==> config.mk <==
export PLATFORM = sky130hd
export DESIGN_NAME = onehot_rr_arbiter
export DESIGN_NICKNAME = d
export VERILOG_FILES = /design/src/rtl/encoder_pkg.sv /design/src/rtl/rr_priority_pick.sv /design/src/rtl/onehot_rr_arbiter.sv
export SDC_FILE = /design/constraint.sdc
export NUM_CORES = 1
export LEC_CHECK = 0
export CAP_MARGIN = 20
export CORE_MARGIN = 2
export CORE_UTILIZATION = 31
export CTS_BUF_LIST = sky130_fd_sc_hd__clkbuf_4
export CTS_CLUSTER_SIZE = 20
export DETAILED_ROUTE_END_ITERATION = 7
export PLACE_DENSITY_LB_ADDON = 0.08
export SLEW_MARGIN = 20
export SYNTH_ARGS = -nofsm -noshare
export SYNTH_HDL_FRONTEND = slang
export SYNTH_HIERARCHICAL = 1
export SYNTH_SLANG_ARGS = --single-unit
==> constraint.sdc <==
create_clock -name clk -period 7 [get_ports clk]
set_clock_uncertainty 0.2 [all_clocks]
set_input_delay 2.1 -clock clk [delete_from_list [all_inputs] [get_ports clk]]
set_output_delay 2.1 -clock clk [all_outputs]
set_load 0.02 [all_outputs]
==> src/rtl/encoder_pkg.sv <==
// Types shared between the round-robin arbiter and the 4-to-2 encoder stage.
package encoder_pkg;

  localparam int NUM_REQ = 4;
  localparam int PTR_W   = 2;

  typedef logic [NUM_REQ-1:0] onehot_t;
  typedef logic [PTR_W-1:0]   ptr_t;

  typedef enum logic [0:0] {
    IDLE  = 1'b0,
    GRANT = 1'b1
  } arb_state_t;

  // Index of the set bit in a one-hot code; all-zeros maps to index 0.
  function automatic ptr_t onehot_to_idx(input onehot_t oh);
    ptr_t idx;
    idx = {PTR_W{1'b0}};
    for (int i = 0; i < NUM_REQ; i++) begin
      idx = oh[i] ? (idx | ptr_t'(i)) : idx;
    end
    return idx;
  endfunction

endpackage

==> src/rtl/rr_priority_pick.sv <==
// Rotate-priority picker: first set bit of req searching upward from pointer, modulo NUM_REQ.
module rr_priority_pick
  import encoder_pkg::*;
(
  input  onehot_t req,
  input  ptr_t    pointer,
  output onehot_t pick
);

  logic [2*NUM_REQ-1:0] dbl_s;
  logic [2*NUM_REQ-1:0] back_s;
  onehot_t              rot_s;
  onehot_t              rot_pick_s;

  // Rotate so pointer sits at bit 0, isolate the lowest set bit, rotate back.
  always_comb begin
    dbl_s      = {req, req} >> pointer;
    rot_s      = dbl_s[NUM_REQ-1:0];
    rot_pick_s = rot_s & (~rot_s + onehot_t'(1));
    back_s     = {rot_pick_s, rot_pick_s} << pointer;
    pick       = back_s[2*NUM_REQ-1:NUM_REQ];
  end

endmodule

==> src/rtl/onehot_rr_arbiter.sv <==
// Four-way round-robin arbiter producing a registered one-hot grant with a bounded hold tenure.
module onehot_rr_arbiter
  import encoder_pkg::onehot_t, encoder_pkg::ptr_t, encoder_pkg::arb_state_t,
         encoder_pkg::IDLE, encoder_pkg::GRANT, encoder_pkg::onehot_to_idx;
#(
  parameter int NUM_REQ  = 4,
  parameter int MAX_HOLD = 8
) (
  input  logic               clk,
  input  logic               reset,
  input  logic [NUM_REQ-1:0] req,
  input  logic               gnt_ready,
  output logic               gnt_valid,
  output logic [NUM_REQ-1:0] gnt,
  output logic [7:0]         hold_cnt
);

  localparam logic [7:0] HOLD_LAST = 8'(MAX_HOLD - 1);

  arb_state_t state_r;
  onehot_t    gnt_r;
  logic       gnt_valid_r;
  logic [7:0] hold_cnt_r;
  ptr_t       ptr_r;

  ptr_t    holder_idx_s;
  ptr_t    pick_ptr_s;
  onehot_t pick_s;
  logic    beat_s;
  logic    holder_req_s;
  logic    release_s;

  // Release detection; on release the re-pick starts just above the holder.
  always_comb begin
    holder_idx_s = onehot_to_idx(gnt_r);
    beat_s       = gnt_valid_r & gnt_ready;
    holder_req_s = |(req & gnt_r);
    release_s    = (state_r == GRANT) &
                   (~holder_req_s | (beat_s & (hold_cnt_r == HOLD_LAST)));
    if (release_s) begin
      pick_ptr_s = holder_idx_s + ptr_t'(1);
    end else begin
      pick_ptr_s = ptr_r;
    end
  end

  rr_priority_pick u_pick (
    .req     (req),
    .pointer (pick_ptr_s),
    .pick    (pick_s)
  );

  // Arbitration state, grant, tenure counter and rotate pointer.
  always_ff @(posedge clk or negedge reset) begin
    if (!reset) begin
      state_r     <= IDLE;
      gnt_r       <= 4'b0000;
      gnt_valid_r <= 1'b0;
      hold_cnt_r  <= 8'd0;
      ptr_r       <= 2'd0;
    end else begin
      case (state_r)
        IDLE: begin
          if (|pick_s) begin
            gnt_r       <= pick_s;
            gnt_valid_r <= 1'b1;
            hold_cnt_r  <= 8'd0;
            state_r     <= GRANT;
          end else begin
            gnt_r       <= 4'b0000;
            gnt_valid_r <= 1'b0;
            hold_cnt_r  <= 8'd0;
          end
        end
        GRANT: begin
          if (release_s) begin
            ptr_r      <= pick_ptr_s;
            hold_cnt_r <= 8'd0;
            if (|pick_s) begin
              gnt_r       <= pick_s;
              gnt_valid_r <= 1'b1;
            end else begin
              gnt_r       <= 4'b0000;
              gnt_valid_r <= 1'b0;
              state_r     <= IDLE;
            end
          end else if (beat_s && (hold_cnt_r != HOLD_LAST)) begin
            hold_cnt_r <= hold_cnt_r + 8'd1;
          end else begin
            hold_cnt_r <= hold_cnt_r;
          end
        end
        default: begin
          state_r     <= IDLE;
          gnt_r       <= 4'b0000;
          gnt_valid_r <= 1'b0;
          hold_cnt_r  <= 8'd0;
          ptr_r       <= 2'd0;
        end
      endcase
    end
  end

  assign gnt_valid = gnt_valid_r;
  assign gnt       = gnt_r;
  assign hold_cnt  = hold_cnt_r;

endmodule
==> results of run 1 <==
==> cell type report <==
class,count,area [sq um]
clock inverter,1,3.75
timing repair buffer,19,190
tap,31,38.8
multi-input combinational,70,522
sequential,16,400
fill,277,1620
clock buffer,3,22.5
inverter,2,7.51
==> worst max-delay path by stage <==
stage	slack, ns	cells past startpoint	to	startpoint
final	2.26	10	gnt_valid	req[2]
after CTS	2.27	10	gnt_valid	req[2]
after floorplan	2.75	9	gnt_valid	req[1]
after detailed placement	1.96	10	gnt_valid	req[2]
after global routing	2.13	10	gnt_valid	req[2]
after global placement	2.01	10	gnt_valid	req[1]
==> registers in the layout (all words and copies together), names as in the netlist <==
register   flops
ptr_r          2
gnt_valid      1
hold_cnt       8
gnt            4
state_r        1
==> metrics by stage <==
step	std cells	hold WS, ns	util, %	cell area [sq um]
global placement	138	0.289	41.3	1160
CTS	142	0.311	42.2	1180
finish	142	0.305	42.2	1180
floorplan	89	0.260	-	937
global route	142	0.357	42.2	1180
detailed placement	138	0.288	41.3	1160
==> logic make-up (layout without fill, tap and decap cells) <==
logic type / Yosys count / count (layout) / share of synthesized area (%)
adder cells (fa/ha/maj): 1 / 1 / 1.33
AO/OA/AOI/OAI: 18 / 18 / 15.6
buffers and inverters: 3 / 25 / 1.60
multiplexers: 10 / 10 / 11.7
AND/OR/NAND/NOR: 36 / 36 / 22.3
flip-flops: 16 / 16 / 42.7
XOR/XNOR: 5 / 5 / 4.67
==> per-layer routing <==
layer	vias up	GRT usage [%]	wire length [um]	part of all wire, %
met5	-	0	0	0
met4	0	2.92	12	0.60
met3	2	4.80	112	5.6
met2	19	19.0	874	44
met1	358	19.1	985	50
li1	371	-	-	-
==> cell usage in the layout, fill, tap and decap left out <==
master / count
a21o_1: 1
and2_0: 1
and3_1: 1
nor3b_1: 2
a221oi_2: 1
o21a_1: 2
nor3b_2: 1
dfrtp_1: 16
clkinv_1: 1
a21oi_1: 6
inv_1: 2
or3_2: 1
nor3_1: 2
a21boi_0: 1
o22ai_1: 1
nand4_1: 3
a22o_1: 1
o21ai_0: 2
mux2_2: 4
nor2_1: 11
nand2_1: 5
clkbuf_4: 3
nor4b_4: 1
nor2b_1: 1
mux2i_1: 2
mux2_1: 4
nor4_1: 1
nand3_1: 2
xnor2_1: 5
clkdlybuf4s50_1: 19
o2bb2a_4: 1
a2bb2oi_2: 1
nand2b_1: 1
ha_1: 1
nand2_2: 1
nand3b_1: 1
o221a_2: 1
and2_1: 1
==> report_power, final <==
| part | switching, mW | leakage (nW) | internal (mW) | total (mW) |
|---|---|---|---|---|
| logic | 0.107 | 0.239 | 0.104 | 0.211 |
| registers | 0.0250 | 0.208 | 0.115 | 0.140 |
| clock network | 0.0297 | 0.0154 | 0.0207 | 0.0505 |
==> worst max-delay path, cell delays in order <==
cell and delay [ns]:
clkdlybuf4s50_1 0.53, a22o_1 0.26, a221oi_2 0.26, o2bb2a_4 0.21, mux2_1 0.42, nor2b_1 0.13
o21ai_0 0.07, and3_1 0.22, nor4_1 0.37, a21oi_1 0.12
==> results_dict.tcl, run 1 <==
set metrics [dict create \
    outcome "finished, final reports clean" \
    hold_end "ptr_r[0]" \
    clk_latency_ns 0.29 \
    dpl.hpwl_um 1460 \
    vias 750 \
    worstSetupPathType "in -> reg" \
    drive_gt1_share_pct 13.5 \
    fp.dieW_um 59.0 \
    maxSlewHeadroom_pct 50.8 \
    grt_start_max_net_pins 17 \
    synth_ff_type "dfrtp_1" \
    max-clock-path-buffers 2 \
    nNetsFinal 120 \
    finalHoldViolCount 0 \
    yosysWarnings 6 \
    synth_nets 97 \
    fp.coreArea_sq_mm 0.00281 \
    timing.fmax_ghz 0.211 \
    htree_levels 1 \
    route.detailed.drc 0 \
    cts_buffers 3 \
    drt-initial-drc-count 21 \
    reg2reg_from "hold_cnt[0]" \
    cp_max_fo 7 \
    min_period_over_period_pct 67.8 \
    yosysMostFrequentCell "dfrtp_1" \
    p_leak_nw 0.463 \
    rsz0062_at_grt "no" \
    diodes 0 \
    dr.pass1.iters 4 \
    ys_ff_latch 16 \
    r2r_slack_ns 3.96 \
    power.density_mw_per_mm2 339 \
    end_kind "register" \
    max-cap-violations 0 \
    worst_pin_slew_ns 0.736 \
    clockRootBuffer "clkbuf_4" \
    rr_endpoint "gnt_valid" \
    routabilityCongestion 0.776 \
    fin_crit_ns 4.74 \
    antenna_left 0 \
    cts_hold_buf 0 \
    io_pins 20 \
    cts_sinks 16 \
    syn2layout_area_growth_pct 26.4 \
    wire_per_inst_um 14.0 \
    synth_common_cells "dfrtp_1 (16), nor2_1 (11), a21oi_1 (6)" \
    cts_tree "built" \
    reg2reg_depth 10 \
    grt_pass1_wl_um 3470 \
    preCtsSetupSlack_ns 1.96 \
    dieArea_sq_mm 0.00348 \
    finalSetupViolations 0 \
    cts_setup_buffers 0 \
    netlist_area_sq_um 937 \
    postSynthAreaPerCell_sq_um 10.5 \
    row_count 19 \
    synth_area_leaders "dfrtp_1 (43%), mux2_1 (4.8%), mux2_2 (4.8%)" \
    wl_um 1980 \
    grt-ovfl-total 0 \
    finalMaxSlewViolations 0 \
    cts.clk_slew.worst_paths_ns 0.09 \
    grt_use_total_pct 13.3 \
    hp-start "ptr_r[0]" \
    start_util_pct 33.4 \
    grt_pass1_vias 727 \
    async_flop_share_pct 100 \
    whs_path_depth 1 \
    ir_worst_vdd_mv 0.140 \
    fin_tns_setup_ns 0 \
    cp.required_ns 6.95 \
    synth_edf_count 0 \
    port_buffers 19 \
    finalPower_uw 402 \
    synth_top_area_cell "dfrtp_1" \
    hold_path.class "reg -> reg" \
    seq_area_frac_synth_pct 42.7 \
    die_y_um 59.0 \
    start_kind "input port" \
    ctsResizeCount 0 \
    via_per_inst 5.28 \
    yosysTopAreaCellShare_pct 42.7 \
    postSynthCellCount 89 \
    grt_antenna_before_repair 0 \
    arrival_ns 4.70 \
    yosysUniqueCellTypes 36 \
    setup_slack_ns 2.26 \
]
No activity file was read; power rests on OpenSTA's default activity.
==> inputs of run 2 (changes only) <==
- clock period: 7 -> 4 ns (I/O delays scaled with it)
==> results_dict.tcl, run 2 (same netlist as run 1, synthesis figures left out) <==
set metrics [dict create \
    outcome "finished, final reports clean" \
    cp_max_fo 5 \
    grt_use_total_pct 13.3 \
    cp.required_ns 3.97 \
    htree_levels 1 \
    reg2reg_from "hold_cnt[1]" \
    row_count 19 \
    end_kind "register" \
    fp.dieW_um 59.0 \
    cts_setup_buffers 0 \
    start_util_pct 33.4 \
    clk_latency_ns 0.29 \
    max_stage_delay_ns 0.42 \
    final_common_cell "clkdlybuf4s50_1" \
    fp.coreArea_sq_mm 0.00281 \
    worst_pin_slew_ns 0.756 \
    grt_pass1_wl_um 3470 \
    wire_per_inst_um 13.4 \
    final_cells 149 \
    grt_antenna_before_repair 0 \
    min_period_over_period_pct 92.7 \
    crit_buf_inv 1 \
    hold_path.class "reg -> reg" \
    cts_hold_buf 0 \
    arrival_ns 3.68 \
    worstSetupPathType "in -> reg" \
    fin_crit_ns 3.71 \
    rr_endpoint "gnt_valid" \
    power.density_mw_per_mm2 587 \
    setup_slack_ns 0.292 \
    largest_reg_flops 8 \
    vias 764 \
    place_inst 145 \
    grt-ovfl-total 0 \
    routabilityCongestion 0.724 \
    grt_start_max_net_pins 17 \
    drt-initial-drc-count 15 \
    dieArea_sq_mm 0.00348 \
    placedInstanceArea_sq_mm 0.00121 \
    cts_tree "built" \
    via_per_inst 5.13 \
    start_kind "input port" \
    finalMaxSlewViolations 0 \
    max-cap-violations 0 \
    diodes 0 \
    cp.depth 10 \
    endpoint "gnt_valid" \
    finalHoldViolCount 0 \
    grt_pass1_vias 750 \
    max-clock-path-buffers 2 \
    drive_gt1_share_pct 18.6 \
    die_y_um 59.0 \
    critPathLaunch "req[1]" \
    cts_sinks 16 \
    cts_buffers 3 \
    finalSetupViolations 0 \
    cts.clk_slew.worst_paths_ns 0.09 \
    path_cells "clkdlybuf4s50_1 > a22o_1 > a221oi_2 > o2bb2a_4 > mux2_1 > nor2b_1 > o21ai_0 > and3_1 > nor4_1 > a21oi_1" \
    clockRootBuffer "clkbuf_4" \
    dr.pass1.iters 4 \
    finalPower_uw 726 \
    post-route-util_pct 44.1 \
    reg2reg_depth 10 \
    crit_path_top_delay_cell "clkdlybuf4s50_1" \
    p_leak_nw 0.496 \
    wl_um 2000 \
    stdcell_area_sq_mm 0.00124 \
    r2r_slack_ns 1.01 \
    ctsResizeCount 0 \
    ir_worst_vdd_mv 0.258 \
    maxSlewHeadroom_pct 49.5 \
    syn2layout_area_growth_pct 32.0 \
    antenna_left 0 \
    port_buffers 19 \
    rsz0062_at_grt "no" \
    preCtsSetupSlack_ns -0.00569 \
    timing.fmax_ghz 0.270 \
    cpLargestDelayFamily "compound AO/OA/AOI/OAI gates" \
    route.detailed.drc 0 \
    final_cell_mix "clkdlybuf4s50_1 (19), dfrtp_1 (16), nor2_1 (11)" \
    io_pins 20 \
    dpl.hpwl_um 1510 \
    nNetsFinal 127 \
]
## run 2: how the worst min path moves through the flow
stage | start | endpoint | slack [ns] | cells past startpoint
2_1_floorplan | ptr_r[0] | ptr_r[0] | 0.26 | 1
3_3_place_gp | ptr_r[0] | ptr_r[0] | 0.29 | 1
3_5_place_dp | ptr_r[1] | ptr_r[1] | 0.29 | 1
4_1_cts | ptr_r[1] | ptr_r[1] | 0.31 | 1
5_1_grt | ptr_r[0] | ptr_r[0] | 0.33 | 1
6_report | ptr_r[0] | ptr_r[0] | 0.31 | 1
## run 2: metal layers
metal	wire (um)	share of wire [%]	vias up	global-route usage, %
li1	-	-	387	-
met1	1060	53	352	19.3
met2	824	41	21	18.4
met3	86	4.3	4	4.37
met4	27	1.4	0	4.87
met5	0	0	-	0
## run 2: power breakdown
part / switching (mW) / internal [mW] / leakage (nW)
Clock: 0.0537 / 0.0363 / 0.0154
Sequential: 0.0400 / 0.202 / 0.208
Combinational: 0.190 / 0.205 / 0.272
## run 2: metrics by stage
stage | hold WS, ns | TNS, ns
floorplan | 0.260 | 0
global placement | 0.293 | 0
detailed placement | 0.287 | -0.00569
CTS | 0.309 | 0
global route | 0.331 | 0
finish | 0.306 | 0
## run 2: area by class of cell
type / count / area, sq um
fillers: 268 / 1570
multi-input cells: 70 / 522
flip-flops and latches: 16 / 400
repair buffers: 26 / 243
well taps: 31 / 38.8
clock buffers: 3 / 22.5
inverters: 2 / 7.51
clock inverters: 1 / 3.75
## run 2: worst reg2reg max path: cells and delay by family (launching register included)
family	cells	cell delay [ns]
muxes	1	0.39
and+or+nand+nor	5	1.16
adders and majority gates	1	0.25
DFF	1	0.44
AOI/OAI and AO/OA	3	0.44
